## src/rtl/hazard_scoreboard.sv

```systemverilog
// Hazard unit for the 5-stage pipeline: forwarding, load-use/branch stalls and a per-register
// countdown scoreboard for long-latency ops. Define HAZARD_STATS_EN to add the stall_cycles counter.
module hazard_scoreboard #(
  parameter int REG_W    = 5,
  parameter int NUM_REGS = 32,
  parameter int CNT_W    = 4,
  parameter int STAT_W   = 16
) (
  input  logic              clk,
  input  logic              reset_n,
  input  logic [REG_W-1:0]  rsD,
  input  logic [REG_W-1:0]  rtD,
  input  logic [REG_W-1:0]  rsE,
  input  logic [REG_W-1:0]  rtE,
  input  logic [REG_W-1:0]  WriteRegE,
  input  logic [REG_W-1:0]  WriteRegM,
  input  logic [REG_W-1:0]  WriteRegW,
  input  logic              RegWriteE,
  input  logic              RegWriteM,
  input  logic              RegWriteW,
  input  logic              MemToRegE,
  input  logic              MemToRegM,
  input  logic              isBranchD,
  input  logic              issueLongD,
  input  logic [REG_W-1:0]  dstD,
  input  logic [CNT_W-1:0]  latD,
  input  logic              memstall,
  output logic [1:0]        forwardAE,
  output logic [1:0]        forwardBE,
  output logic              forwardAD,
  output logic              forwardBD,
  output logic              stallF,
  output logic              stallD,
  output logic              flushE,
  output logic              branchstall,
  output logic              long_done,
  output logic [REG_W-1:0]  long_done_reg,
`ifdef HAZARD_STATS_EN
  output logic              sb_busy,
  output logic [STAT_W-1:0] stall_cycles
`else
  output logic              sb_busy
`endif
);

  logic [CNT_W-1:0] cnt     [NUM_REGS];
  logic [CNT_W-1:0] cntNext [NUM_REGS];
  logic [CNT_W-1:0] effLat;
  logic             lwStall, rawStall, wawStall, portStall, issueNow, anyBusy;
  logic             hitE, hitM, nextDone;
  logic [REG_W-1:0] nextDoneReg;

  assign forwardAE = (rsE != '0 && rsE == WriteRegM && RegWriteM) ? 2'b10 :
                     (rsE != '0 && rsE == WriteRegW && RegWriteW) ? 2'b01 : 2'b00;
  assign forwardBE = (rtE != '0 && rtE == WriteRegM && RegWriteM) ? 2'b10 :
                     (rtE != '0 && rtE == WriteRegW && RegWriteW) ? 2'b01 : 2'b00;
  assign forwardAD = (rsD != '0) && (rsD == WriteRegM) && RegWriteM;
  assign forwardBD = (rtD != '0) && (rtD == WriteRegM) && RegWriteM;

  assign lwStall = MemToRegE && (rsD == rtE || rtD == rtE);
  assign hitE    = (rsD == WriteRegE) || (rtD == WriteRegE);
  assign hitM    = (rsD == WriteRegM) || (rtD == WriteRegM);
  assign branchstall = isBranchD &&
                       ((RegWriteE && WriteRegE != '0 && hitE) ||
                        (MemToRegM && WriteRegM != '0 && hitM));

  assign effLat = (latD == '0) ? CNT_W'(1) : latD;

  // Existing entries decrement on the same edge a new one is written, so an entry now at
  // effLat+1 would land on the same count as the newcomer and expire in the same cycle.
  always_comb begin
    rawStall  = 1'b0;
    wawStall  = 1'b0;
    portStall = 1'b0;
    anyBusy   = 1'b0;
    for (int r = 1; r < NUM_REGS; r++) begin
      if (cnt[r] != '0) begin
        anyBusy = 1'b1;
        if (rsD == REG_W'(r) || rtD == REG_W'(r)) rawStall = 1'b1;
        if (issueLongD && dstD == REG_W'(r)) wawStall = 1'b1;
      end
      if (issueLongD && ({1'b0, cnt[r]} == ({1'b0, effLat} + (CNT_W+1)'(1))))
        portStall = 1'b1;
    end
  end

  assign stallD   = lwStall | branchstall | rawStall | wawStall | portStall | memstall;
  assign stallF   = stallD;
  assign flushE   = stallD & ~memstall;
  assign sb_busy  = anyBusy;
  assign issueNow = issueLongD && !stallD && (dstD != '0);

  // long_done is high during the final cycle of an entry (count 1), just before it clears.
  always_comb begin
    cntNext[0]  = '0;
    nextDone    = 1'b0;
    nextDoneReg = '0;
    for (int r = 1; r < NUM_REGS; r++) begin
      if (issueNow && dstD == REG_W'(r))
        cntNext[r] = effLat;
      else if (cnt[r] != '0)
        cntNext[r] = cnt[r] - CNT_W'(1);
      else
        cntNext[r] = cnt[r];
      if (cntNext[r] == CNT_W'(1)) begin
        nextDone    = 1'b1;
        nextDoneReg = REG_W'(r);
      end
    end
  end

  always_ff @(posedge clk or negedge reset_n) begin
    if (!reset_n) begin
      for (int r = 0; r < NUM_REGS; r++) cnt[r] <= '0;
      long_done     <= 1'b0;
      long_done_reg <= '0;
    end else begin
      for (int r = 0; r < NUM_REGS; r++) cnt[r] <= cntNext[r];
      long_done     <= nextDone;
      long_done_reg <= nextDoneReg;
    end
  end

`ifdef HAZARD_STATS_EN
  always_ff @(posedge clk or negedge reset_n) begin
    if (!reset_n)
      stall_cycles <= '0;
    else if (stallD && stall_cycles != '1)
      stall_cycles <= stall_cycles + STAT_W'(1);
  end
`endif

endmodule

```

## config.mk

```make
export PLATFORM = sky130hd
export DESIGN_NAME = hazard_scoreboard
export DESIGN_NICKNAME = d
export VERILOG_FILES = /design/src/rtl/hazard_scoreboard.sv
export SDC_FILE = /design/constraint.sdc
export NUM_CORES = 1
export LEC_CHECK = 0
export CAP_MARGIN = 20
export CORE_MARGIN = 10
export CORE_UTILIZATION = 35
export DETAILED_ROUTE_END_ITERATION = 8
export GPL_TIMING_DRIVEN = 0
export PLACE_DENSITY_LB_ADDON = 0.1
export SLEW_MARGIN = 40
export SYNTH_ARGS = -nofsm -noshare
export SYNTH_HDL_FRONTEND = slang
export SYNTH_SLANG_ARGS = --single-unit
export TNS_END_PERCENT = 100
```

## constraint.sdc

```tcl
create_clock -name clk -period 9.5 [get_ports clk]
set_input_delay 2.375 -clock clk [delete_from_list [all_inputs] [get_ports clk]]
set_output_delay 2.375 -clock clk [all_outputs]
set_load 0.05 [all_outputs]
```

==> results of run 1 <==
-- per-stage QoR --
stage / std cells / TNS (ns)
2_1_floorplan: 1654 / 0
3_3_place_gp: 2217 / -36.50
3_5_place_dp: 2219 / -5.93
4_1_cts: 2254 / 0
5_1_grt: 2255 / 0
6_report: 2256 / 0
-- worst max-delay path, cell delays in order --
cell and delay (ns):
buf_2 0.20, nor3_4 0.32, nor2_4 0.07, inv_2 0.09, buf_6 0.16, buf_8 0.20, buf_8 0.19, ha_2 0.17
clkbuf_1 0.24, buf_6 0.25, buf_6 0.26, xor2_1 0.17, nor2_1 0.12, a32oi_2 0.31, and4b_2 0.33, nand4_4 0.20
buf_8 0.24, buf_6 0.18, a21oi_4 0.23, nand2b_1 0.10, buf_4 0.13, clkdlybuf4s15_2 0.32
-- cell usage after synthesis (all sizes together) (6+ instances only) --
master / instances / share of area
nor4b: 12 / 0.0078
or4: 7 / 0.0042
nand3b: 11 / 0.0061
a21o: 21 / 0.012
nand2: 157 / 0.044
nor2b: 25 / 0.012
nor3: 50 / 0.019
a21oi: 64 / 0.024
clkbuf: 91 / 0.025
dfrtp: 130 / 0.24
a41oi: 18 / 0.012
o21ai: 71 / 0.026
mux2i: 46 / 0.034
nand2b: 20 / 0.0093
nor2: 102 / 0.029
inv: 94 / 0.026
a221o: 7 / 0.0052
and2: 15 / 0.0070
nor3b: 32 / 0.020
nor4: 15 / 0.0092
o22ai: 35 / 0.016
o31ai: 25 / 0.014
or3b: 14 / 0.0091
and4: 10 / 0.0065
xnor2: 166 / 0.11
o221ai: 7 / 0.0046
a221oi: 6 / 0.0039
or2: 10 / 0.0047
o211ai: 14 / 0.0078
buf: 37 / 0.015
nand3: 50 / 0.019
nand4: 25 / 0.013
a2111oi: 38 / 0.046
or3: 15 / 0.0070
xor2: 44 / 0.029
o22a: 13 / 0.0085
a211o: 9 / 0.0059
ha: 33 / 0.031
a31oi: 23 / 0.011
mux2: 37 / 0.031
a211oi: 17 / 0.011
-- power breakdown --
part | total, W | internal, W | switching (W) | leakage, nW
clock network | 0.000767 | 0.000471 | 0.000296 | 0.316
logic | 0.00346 | 0.00144 | 0.00202 | 3.75
registers | 0.00117 | 0.000842 | 0.000324 | 1.56
-- final cells by class --
| type | count | share of cell area |
|---|---|---|
| well taps | 511 | 0.0408 |
| plain buffers | 128 | 0.0394 |
| clock inverters | 14 | 0.0135 |
| diodes | 1 | 0.000160 |
| flip-flops and latches | 130 | 0.208 |
| multi-input cells | 1301 | 0.609 |
| repair buffers | 58 | 0.0388 |
| clock buffers | 18 | 0.0280 |
| inverters | 95 | 0.0228 |
-- cell families after synthesis --
kind of cell,after synthesis
AND/OR/NAND/NOR,578
AO/OA/AOI/OAI,397
buffers and inverters,223
XOR/XNOR,210
flip-flops,130
multiplexers,83
adder cells (fa/ha/maj),33
-- routing by layer --
layer / vias up / share of wire / global-route usage
met5: - / 0 / 0
met4: 0 / 0.032 / 0.0776
met3: 74 / 0.068 / 0.0448
met2: 464 / 0.45 / 0.358
met1: 6323 / 0.45 / 0.295
li1: 6158 / - / -
-- what timing repair did --
item,CTS,global route
setup endpoints to repair,3,3
resized for setup,25,14
buffers inserted,3,1
pin swaps,3,2
hold buffers,0,0
endpoints found under the hold margin,0,0
-- worst paths after layout --
check                          from               end  slack (ns)
setup reg to reg           cnt[100]  long_done_reg[1]        3.50
hold reg to reg             cnt[19]           cnt[19]        0.63
setup / recovery            latD[2]            stallF        0.20
hold / removal              cnt[19]           cnt[19]        0.63
min in group asynchronous   reset_n           cnt[71]        1.74
max in group asynchronous   reset_n           cnt[72]        7.15
-- layout by cell type, fill, tap and decap left out, types with 32 or more instances in the layout --
master / count
a21oi_1: 63
clkbuf_1: 81
clkdlybuf4s50_1: 48
dfrtp_1: 130
ha_1: 32
inv_1: 93
mux2_2: 32
mux2i_1: 46
nand2_1: 157
nand3_1: 50
nor2_1: 101
nor3_1: 47
o21ai_0: 69
o22ai_1: 35
xnor2_1: 164
xor2_1: 44
==> reports/qor.txt, run 1 <==
Yosys warnings: 0
placer congestion estimate: 0.967
RSZ-0062 raised after global routing: false
final design utilization: 0.415
crit end category: output pin
simple-gate area share of the yosys netlist: 0.231
footprint of the multi-input gates: 9550 um2
Sequential Area: 3250 um2
CTS Buf Count: 17
final period utilization: 0.979
Port Buffers: 52
Post-DP Area: 14800 um2
Final Max Tran Viols: 0
mux cell area share after synthesis: 0.0655
post-route ant nets: 0
critical path class: in2out
pre-CTS WS: -1.92 ns
Mapped Area: 13400 um2
fraction of the yosys area taken by sequential cells: 0.242
Final setup viols: 0
Die Wd: 216 um
max reg flops: 124
die area: 46700 um2
Final HPWL DP: 39900 um
Initial DRC Count: 1225
NumNets Final: 1818
most common flop cell mapped by yosys: dfrtp_1
DR vias/cell: 5.77
Clock Latency Late Sink: 0.47 ns
slew at the pin closest to its max-slew limit: 0.965 ns
Hold WS: 0.625 ns
Tmin final: 9.30 ns
layout cells sized above 1: 0.114
Hold Path Stages: 2
Synthesized Nets: 1741
IO Pins: 71
clock-pin slew on the worst setup and hold paths: 0.06 ns
CP required: 7.13 ns
root buf cell: clkbuf_16
Max Clock Freq: 0.107 GHz
crit path DAT: 6.93 ns
clock skew: 0.0171 ns
async set or reset register ratio after synthesis: 1.00
worst hold path type: reg2reg
Startpoint Class: primary input
DR WL/cell: 23.5 um
worst reg-to-reg path cell count: 18
via count: 13000
# clock sinks: 130
EDFF count, synth: 0
largest family of logic cells by synthesized area: simple AND/OR/NAND/NOR gates
Starting Density: 0.356
adder-cell share of the synthesized area: 0.0307
TritonCTS clock tree: yes
Mapped Cells: 1654
final hold viol count: 0
P_leak: 5.63 nW
CTS H-tree lvls: 4
first-pass GRT wire length: 80300 um
Synth Area in Compound Gates: 0.226
Die Ht: 216 um
# DRC: 0
Core Region: 37800 um2
Final Cell Area: 15700 um2
max-capacitance violation count: 0
pwr/cell area: 344 nW/um2
clock buffer depth: 2
PnR Total Power: 0.00540 W
initial antenna violation count: 4
row cnt: 71
number of synthesized register bits: 130
Layout area overhead: 16.5%
status: completed
Worst Path Max Fanout: 10
DR pass1 iterations: 5
grt total ovfl: 0
worst vdd ir: 0.000135 V
setup ws final: 0.197 ns
Distinct cells, synth: 84
GRT Total Usage: 0.224
Fillers: 3802
aggregate routed wire length: 53000 um
Post-Syn Area per Cell: 8.13 um2
Slew HR: 0.354
vias in the first global route: 12700
largest net degree at the start of global routing: 57
XOR/XNOR Fraction of Synth Area: 0.137
No activity file was read; power rests on OpenSTA's default activity.
==> run 2, diff against run 1 <==
CORE_UTILIZATION = 57   (was 35)
==> run 2 against run 1 <==
Utilization grew 24 points. Sequential power is essentially flat. Critical path depth is the same. Maximum frequency shrank 1.1%. Via count is 2.9% higher. Sequential share of layout area increased by 0.62 points. Die area is 35% lower. Count of clock-buffer cells in the layout increased by 1. Cell count down 8.6%. Global-route usage rose by 8.9 points. Total power shrank 2.4%. Final area down 2.9%. Critical endpoint unchanged.
==> reports/qor.txt, run 2 (synthesis results as in run 1) <==
Inst Count DP: 2027
# clock sinks: 130
Layout area overhead: 13.2%
most frequent CP cell: buf_6
DR pass1 iterations: 6
P_leak: 5.54 nW
Core Region: 23300 um2
aggregate routed wire length: 48600 um
via count: 13400
Startpoint Class: primary input
CP required: 7.13 ns
diodes inserted: 0
initial antenna violation count: 1
Die Ht: 174 um
Worst Path Max Fanout: 10
placer congestion estimate: 1.04
crit path cell chain: buf_2 -> nor3_4 -> nor2_4 -> inv_2 -> buf_6 -> buf_4 -> clkbuf_8 -> ha_1 -> xnor2_2 -> buf_4 -> buf_6 -> xnor2_1 -> nor2_1 -> a32oi_1 -> and4b_1 -> nand4_4 -> buf_6 -> buf_6 -> a21oi_4 -> nand2b_1 -> buf_4 -> clkbuf_2
Initial DRC Count: 1435
pwr/cell area: 346 nW/um2
DR WL met3: 4600 um
status: completed
NumNets Final: 1817
top layer in use: met5
root buf cell: clkbuf_16
# DRC: 0
layout cells sized above 1: 0.106
Die Wd: 174 um
met2 wire length: 21700 um
PnR Total Power: 0.00526 W
worst vdd ir: 0.000179 V
most common cell after layout, fill and taps aside: xnor2_1
Hold WS: 0.617 ns
grt total ovfl: 0
Clock Latency Late Sink: 0.44 ns
Sequential Area: 3250 um2
worst hold path type: reg2reg
clock buffer depth: 2
Final HPWL DP: 36700 um
Final setup viols: 0
largest net degree at the start of global routing: 70
Max Clock Freq: 0.106 GHz
Starting Density: 0.576
final design utilization: 0.652
DR vias/cell: 6.50
final hold viol count: 0
critical path class: in2out
slew at the pin closest to its max-slew limit: 0.998 ns
worst reg-to-reg path cell count: 14
RSZ-0062 raised after global routing: false
Final Cell Area: 15200 um2
Final Max Tran Viols: 0
CTS Buf Count: 17
Fillers: 2094
max reg flops: 124
IO Pins: 71
crit end category: output pin
row cnt: 56
Slew HR: 0.334
clock skew: 0.0151 ns
DR WL/cell: 23.5 um
footprint of the multi-input gates: 9490 um2
Hold Path Stages: 2
Port Buffers: 52
vias in the first global route: 12800
crit path DAT: 7.03 ns
Tmin final: 9.41 ns
TritonCTS clock tree: yes
CTS H-tree lvls: 4
die area: 30100 um2
GRT Total Usage: 0.313
max-capacitance violation count: 0
commonest non-fill, non-tap cells in the layout: xnor2_1, nand2_1, dfrtp_1
first-pass GRT wire length: 74700 um
CP max stage cell: and4b_1
Post-DP Area: 14500 um2
DRT met1 WL: 19800 um
final period utilization: 0.990
Slowest Stage Delay on Critical Path: 0.34 ns
clock-pin slew on the worst setup and hold paths: 0.06 ns
post-route ant nets: 0
Layout Cells excl Fill: 2062
[run 2: cell count changes in the layout (fill, tap and decap cells not counted), moves of 3 or more]
cell       delta
inv_6         +5
clkinv_2      -4
bufinv_16     -5
clkbuf_1      +6
buf_8         -4
clkbuf_2      -3
buf_4         +3
[run 2: path summary, 6_finish.rpt]
path	to	startpoint	slack (ns)
setup / recovery	stallF	latD[2]	0.09
hold / removal	cnt[19]	cnt[19]	0.62
setup reg to reg	long_done_reg[3]	cnt[28]	3.27
hold reg to reg	cnt[19]	cnt[19]	0.62
max in group asynchronous	cnt[89]	reset_n	6.91
min in group asynchronous	cnt[42]	reset_n	1.85
[run 2: what timing repair did]
item | CTS | global route
hold buffers | 0 | 0
pin swaps | 3 | 0
buffers inserted | 3 | 0
cloned | 0 | 0
resized for setup | 17 | 8
setup endpoints to repair | 3 | 3
[run 2: routing by layer]
metal	vias to the layer above	GRT usage
li1	6147	-
met5	-	0
met4	2	0.157
met1	6344	0.401
met3	154	0.0621
met2	749	0.493
[run 2: worst max-delay path, delay by kind of cell]
family / cells / cell delay, ns
buffers and inverters: 11 / 2.36
xor gates and xnor gates: 2 / 0.34
adders and majority gates: 1 / 0.28
AOI/OAI and AO/OA: 2 / 0.54
and+or+nand+nor: 6 / 1.11
[run 2: metrics by stage]
step | setup WS, ns | setup TNS (ns)
finish | 0.0937 | 0
global route | 0.00290 | 0
CTS | 0.0183 | 0
detailed placement | -1.64 | -5.11
global placement | -1.93 | -7.84
floorplan | 0.290 | 0
[run 2: final cells by class]
type                            count  area share
Multi-Input combinational cell   1301       0.623
Sequential cell                   130       0.214
Buffer                            128      0.0385
Timing Repair Buffer               57      0.0373
Clock buffer                       19      0.0298
Tap cell                          319      0.0262
Inverter                           95      0.0234
Clock inverter                     13     0.00756
[run 2: power breakdown]
part / switching, W / internal, W
clock: 0.000303 / 0.000357
sequential: 0.000321 / 0.000842
combinational: 0.00201 / 0.00143
total: 0.00264 / 0.00263
